[config.mk]
export PLATFORM = sky130hd
export DESIGN_NAME = trial_div_prime
export DESIGN_NICKNAME = d
export VERILOG_FILES = /design/src/rtl/trial_div_prime.sv
export SDC_FILE = /design/constraint.sdc
export NUM_CORES = 1
export LEC_CHECK = 0
export BUFFER_PORTS_ARGS = -buffer_cell sky130_fd_sc_hd__buf_2
export CAP_MARGIN = 20
export CORE_MARGIN = 10
export CORE_UTILIZATION = 55
export CTS_BUF_LIST = sky130_fd_sc_hd__clkbuf_4
export DETAILED_ROUTE_END_ITERATION = 16
export PLACE_DENSITY = 0.7
export SKIP_CTS_REPAIR_TIMING = 1
export SLEW_MARGIN = 30
export SYNTH_ARGS = -nofsm -noshare
export SYNTH_HDL_FRONTEND = slang
export SYNTH_SLANG_ARGS = --single-unit
[constraint.sdc]
create_clock -name clk -period 4.1 [get_ports clk]
set_input_delay 0.41 -clock clk [delete_from_list [all_inputs] [get_ports clk]]
set_output_delay 0.41 -clock clk [all_outputs]
set_load 0.02 [all_outputs]
[src/rtl/trial_div_prime.sv]
// Deterministic primality tester: odd trial divisors d with d*d <= n, each
// remainder computed by a bit-serial restoring divider (one bit per cycle).
module trial_div_prime #(
    parameter int WIDTH = 32
) (
    input  logic             clk,
    input  logic             reset,
    input  logic [WIDTH-1:0] start_number,
    input  logic [WIDTH-1:0] accuracy,
    output logic             prime,
    output logic             finish
);

    localparam int DW = WIDTH / 2 + 2;   // divisor and remainder width
    localparam int SW = WIDTH + 2;       // running square width
    localparam int CW = $clog2(WIDTH);   // bit counter width

    typedef enum logic [2:0] {
        CHECK,
        COMPARE,
        DIV,
        REM,
        DONE
    } state_t;

    state_t           state, state_next;
    logic [WIDTH-1:0] n;
    logic [WIDTH-1:0] shreg;
    logic [DW-1:0]    d;
    logic [DW-1:0]    rem;
    logic [SW-1:0]    sq;
    logic [CW-1:0]    bit_cnt;
    logic             prime_next, finish_next;
    logic [DW-1:0]    rem_shift, rem_sub;

    // Only present so the port list matches key_gen's prober.
    logic accuracy_unused;
    assign accuracy_unused = ^accuracy;

    // rem < d always holds, so its top bit is zero and can be shifted out.
    assign rem_shift = {rem[DW-2:0], shreg[WIDTH-1]};
    assign rem_sub   = (rem_shift >= d) ? rem_shift - d : rem_shift;

    always_comb begin
        // NOTE: every output of this block gets a default first so no latch is inferred.
        state_next  = state;
        prime_next  = prime;
        finish_next = finish;
        case (state)
            CHECK: begin
                if (n < WIDTH'(2)) begin
                    state_next  = DONE;
                    prime_next  = 1'b0;
                    finish_next = 1'b1;
                end else if (n == WIDTH'(2) || n == WIDTH'(3)) begin
                    state_next  = DONE;
                    prime_next  = 1'b1;
                    finish_next = 1'b1;
                end else if (!n[0]) begin
                    state_next  = DONE;
                    prime_next  = 1'b0;
                    finish_next = 1'b1;
                end else begin
                    state_next = COMPARE;
                end
            end
            COMPARE: begin
                if (sq > SW'(n)) begin
                    state_next  = DONE;
                    prime_next  = 1'b1;
                    finish_next = 1'b1;
                end else begin
                    state_next = DIV;
                end
            end
            DIV: begin
                if (bit_cnt == '0) state_next = REM;
            end
            REM: begin
                if (rem == '0) begin
                    state_next  = DONE;
                    prime_next  = 1'b0;
                    finish_next = 1'b1;
                end else begin
                    state_next = COMPARE;
                end
            end
            default: state_next = DONE;
        endcase
    end

    // NOTE: sequential state uses non-blocking assignments only.
    always_ff @(posedge clk) begin
        if (reset) begin
            state   <= CHECK;
            n       <= start_number;
            d       <= DW'(3);
            sq      <= SW'(9);
            rem     <= '0;
            shreg   <= '0;
            bit_cnt <= '0;
            prime   <= 1'b0;
            finish  <= 1'b0;
        end else begin
            state  <= state_next;
            prime  <= prime_next;
            finish <= finish_next;
            case (state)
                COMPARE: begin
                    if (state_next == DIV) begin
                        shreg   <= n;
                        rem     <= '0;
                        bit_cnt <= CW'(WIDTH - 1);
                    end
                end
                DIV: begin
                    rem     <= rem_sub;
                    shreg   <= shreg << 1;
                    bit_cnt <= bit_cnt - 1'b1;
                end
                REM: begin
                    // (d+2)^2 = d^2 + 4d + 4, using the old d.
                    if (rem != '0) begin
                        sq <= sq + (SW'(d) << 2) + SW'(4);
                        d  <= d + DW'(2);
                    end
                end
                default: ;
            endcase
        end
    end

endmodule
==> reports/metrics.cfg <==
[run_status]
outcome=complete, no violations

[global_route]
grt_overflow=0
first_global_vias=6461
grt_first_pass_wirelength_mm=31.6
antenna_found_initial=0
grt_usage=0.190
grt_max_degree=66

[die]
dieArea_um2=20500
die_h_um=143
core-area_um2=14700
io-pin-count=68
dieWidth_um=143
floorplan.initialDensity=0.567
rows=44

[timing]
tightest_slew_ns=0.857
drv_slew=0
finalSetupViolCount=0
setup_tns_ns=0
period_share=0.793
hold-worst-slack_ns=0.0308
fmax_mhz=308
layout_min_cycle_time_ns=3.25
clock_skew_ns=0.0217
rsz0062_at_grt=false
max_slew_margin=0.428
hold_viol=0

[critical_path]
start_kind=register
rr_worst_depth=12
r2r-end=sq[25]
critical_path_required_ns=4.57
r2r_slack_ns=0.85
cp_max_fo=10
crit_type=register to register
worstReg2RegStart=d[1]
crit_start=d[1]
path_cells=inv_1, ha_1, inv_1, ha_1, a21o_1, nand4_1, a21oi_1, o41ai_2, o41ai_1, a21oi_2, nor3_1, mux2_1
cp.arrival_ns=3.72
slowest_delay_ns=0.61
worst_path_max_delay_cell=o41ai_1
end_kind=register

[clock_tree]
cts_made_buffers=17
cts.sinks=140
clk_latency_ns=0.57
clockBufferDepth=2
htree_levels=4
cts_tree=done
cts-root-buf=clkbuf_4
path_clk_slew_ns=0.13

[finish]
nFillCells=1301
final_common_cell=nand2_1
syn2layout_area_growth_pct=10.8
fin_area_um2=9240
drive_above_1_share=0.0920
final_cell_mix=134 x nand2_1, 108 x dfxtp_1, 87 x nor2_1
diodes=0
final_nets=1160

[worst_hold_path]
hold_class=input port to register
min_path_cells=1
min_delay_worst_endpoint=n[31]
hold_start=start_number[31]

[flow_run]
drv_cap=0

[yosys]
synthAdderAreaFrac=0.129
synth_cells=956
synth_compound_area_frac=0.198
yosysWarnings=0
synth_xor_xnor_area_share=0.0452
syn_area_um2=8330
async_flop_share=0
yosysSeqAreaShare=0.375
synthSimpleGateAreaFrac=0.191
synth-seq-cells=140
synth-edff-count=32
yosys.cell_types.count=69
synthMuxAreaShare=0.0111
synth_ff_type=dfxtp_1
synth_top_family_by_area=compound AO/OA/AOI/OAI gates
synth.avg_cell_area_um2=8.72
syn_nets=1107

[power]
power_per_cell_area_nw_per_um2=312
leakage_nw=3.92
irDropWorstVdd_mv=0.241

[routing]
via_count=7064
drc=0
antenna_left=0
drtIter0Drc=454
wire_per_inst_um=16.2
first_pass_iters=5
wl_mm=19.6
vias_per_cell=5.86

[place]
dpl_cell_area_um2=8630
dp_hpwl_mm=13.8
gp_congestion=0.825
io_buffer_count=35

==> cells by family after synthesis <==
kind of cell / Yosys count
muxes: 9
adders and majority gates: 85
DFF: 140
AOI/OAI and AO/OA: 234
and+or+nand+nor: 340
buffers and inverters: 105
xor gates and xnor gates: 43
==> worst max path at each step <==
| stage | end | depth (start not counted) |
|---|---|---|
| after CTS | sq[25] | 12 |
| after floorplan | sq[24] | 12 |
| after global routing | sq[25] | 12 |
| final | sq[25] | 12 |
| after detailed placement | shreg[26] | 11 |
| after global placement | sq[24] | 13 |
==> per-layer routing <==
metal  track usage  share of wire  routed length (um)
met1         0.246           0.46                9090
met4        0.0603          0.021                 408
met5             0              0                   0
met2         0.311           0.47                9250
met3        0.0388          0.042                 815
==> cells in the mapped netlist, types with 3 or more instances <==
| library cell | n | area share |
|---|---|---|
| or2_2 | 4 | 0.0030 |
| o31a_1 | 3 | 0.0032 |
| o31ai_1 | 5 | 0.0045 |
| ha_1 | 83 | 0.12 |
| nand4_1 | 17 | 0.013 |
| nor3_1 | 17 | 0.010 |
| a211oi_1 | 5 | 0.0045 |
| xor2_1 | 5 | 0.0053 |
| nand2b_1 | 4 | 0.0030 |
| nor4_1 | 16 | 0.012 |
| dfxtp_1 | 108 | 0.26 |
| o211ai_1 | 3 | 0.0027 |
| a21oi_2 | 3 | 0.0032 |
| clkbuf_1 | 27 | 0.012 |
| mux2i_1 | 7 | 0.0084 |
| nor2b_1 | 3 | 0.0023 |
| buf_4 | 3 | 0.0027 |
| a31oi_1 | 8 | 0.0060 |
| nand2_1 | 135 | 0.061 |
| and2_1 | 4 | 0.0030 |
| a21oi_1 | 75 | 0.045 |
| xnor2_1 | 38 | 0.040 |
| o21ai_0 | 24 | 0.014 |
| buf_2 | 8 | 0.0048 |
| and3_1 | 6 | 0.0045 |
| inv_1 | 66 | 0.030 |
| nand3_1 | 14 | 0.0084 |
| o21ai_1 | 5 | 0.0030 |
| a311oi_1 | 37 | 0.039 |
| nor2_1 | 88 | 0.040 |
| or3_1 | 12 | 0.0090 |
| edfxtp_1 | 32 | 0.12 |
| or4_1 | 4 | 0.0036 |
| o21a_1 | 8 | 0.0072 |
| o2bb2ai_1 | 15 | 0.016 |
| a21o_1 | 19 | 0.017 |
==> layout make-up <==
type                    count  area [um^2]  area share
clock inverters            15          164      0.0177
repair buffers             73          541      0.0585
flip-flops and latches    140         3120       0.338
clock buffers              17          128      0.0138
inverters                  66          248      0.0268
multi-input cells         711         4800       0.520
well taps                 184          230      0.0249
==> registers in the layout, indices dropped and copies added, names as in the netlist <==
name / count
n: 32
sq: 31
bit_cnt: 5
prime: 1
state: 3
d: 17
finish: 1
rem: 18
shreg: 32
==> per-stage QoR <==
| stage | power [W] | cells | worst slack (ns) | util |
|---|---|---|---|---|
| finish | 0.00288 | 1206 | 0.848 | 0.628 |
| CTS | 0.00288 | 1175 | 0.846 | 0.607 |
| global route | 0.00302 | 1206 | 0.569 | 0.628 |
| global placement | 0.00194 | 1143 | 0.898 | 0.587 |
| detailed placement | 0.00195 | 1143 | 0.856 | 0.587 |
| floorplan | 0.00186 | 956 | 1.15 | - |
==> report_power, final <==
part	internal [W]	switching [W]	total, W
clock network	0.000370	0.000559	0.000929
registers	0.00151	0.0000758	0.00159
logic	0.000148	0.000214	0.000363
==> worst max-delay path: cells and delay by family (launching register included) <==
kind,cells,cell delay (ns)
compound gates,5,1.48
flops,1,0.42
fa+ha+maj,2,0.39
simple gates,2,0.34
mux,1,0.34
buf+inv,2,0.19
Note: power is estimated with default switching activity, not from simulation.
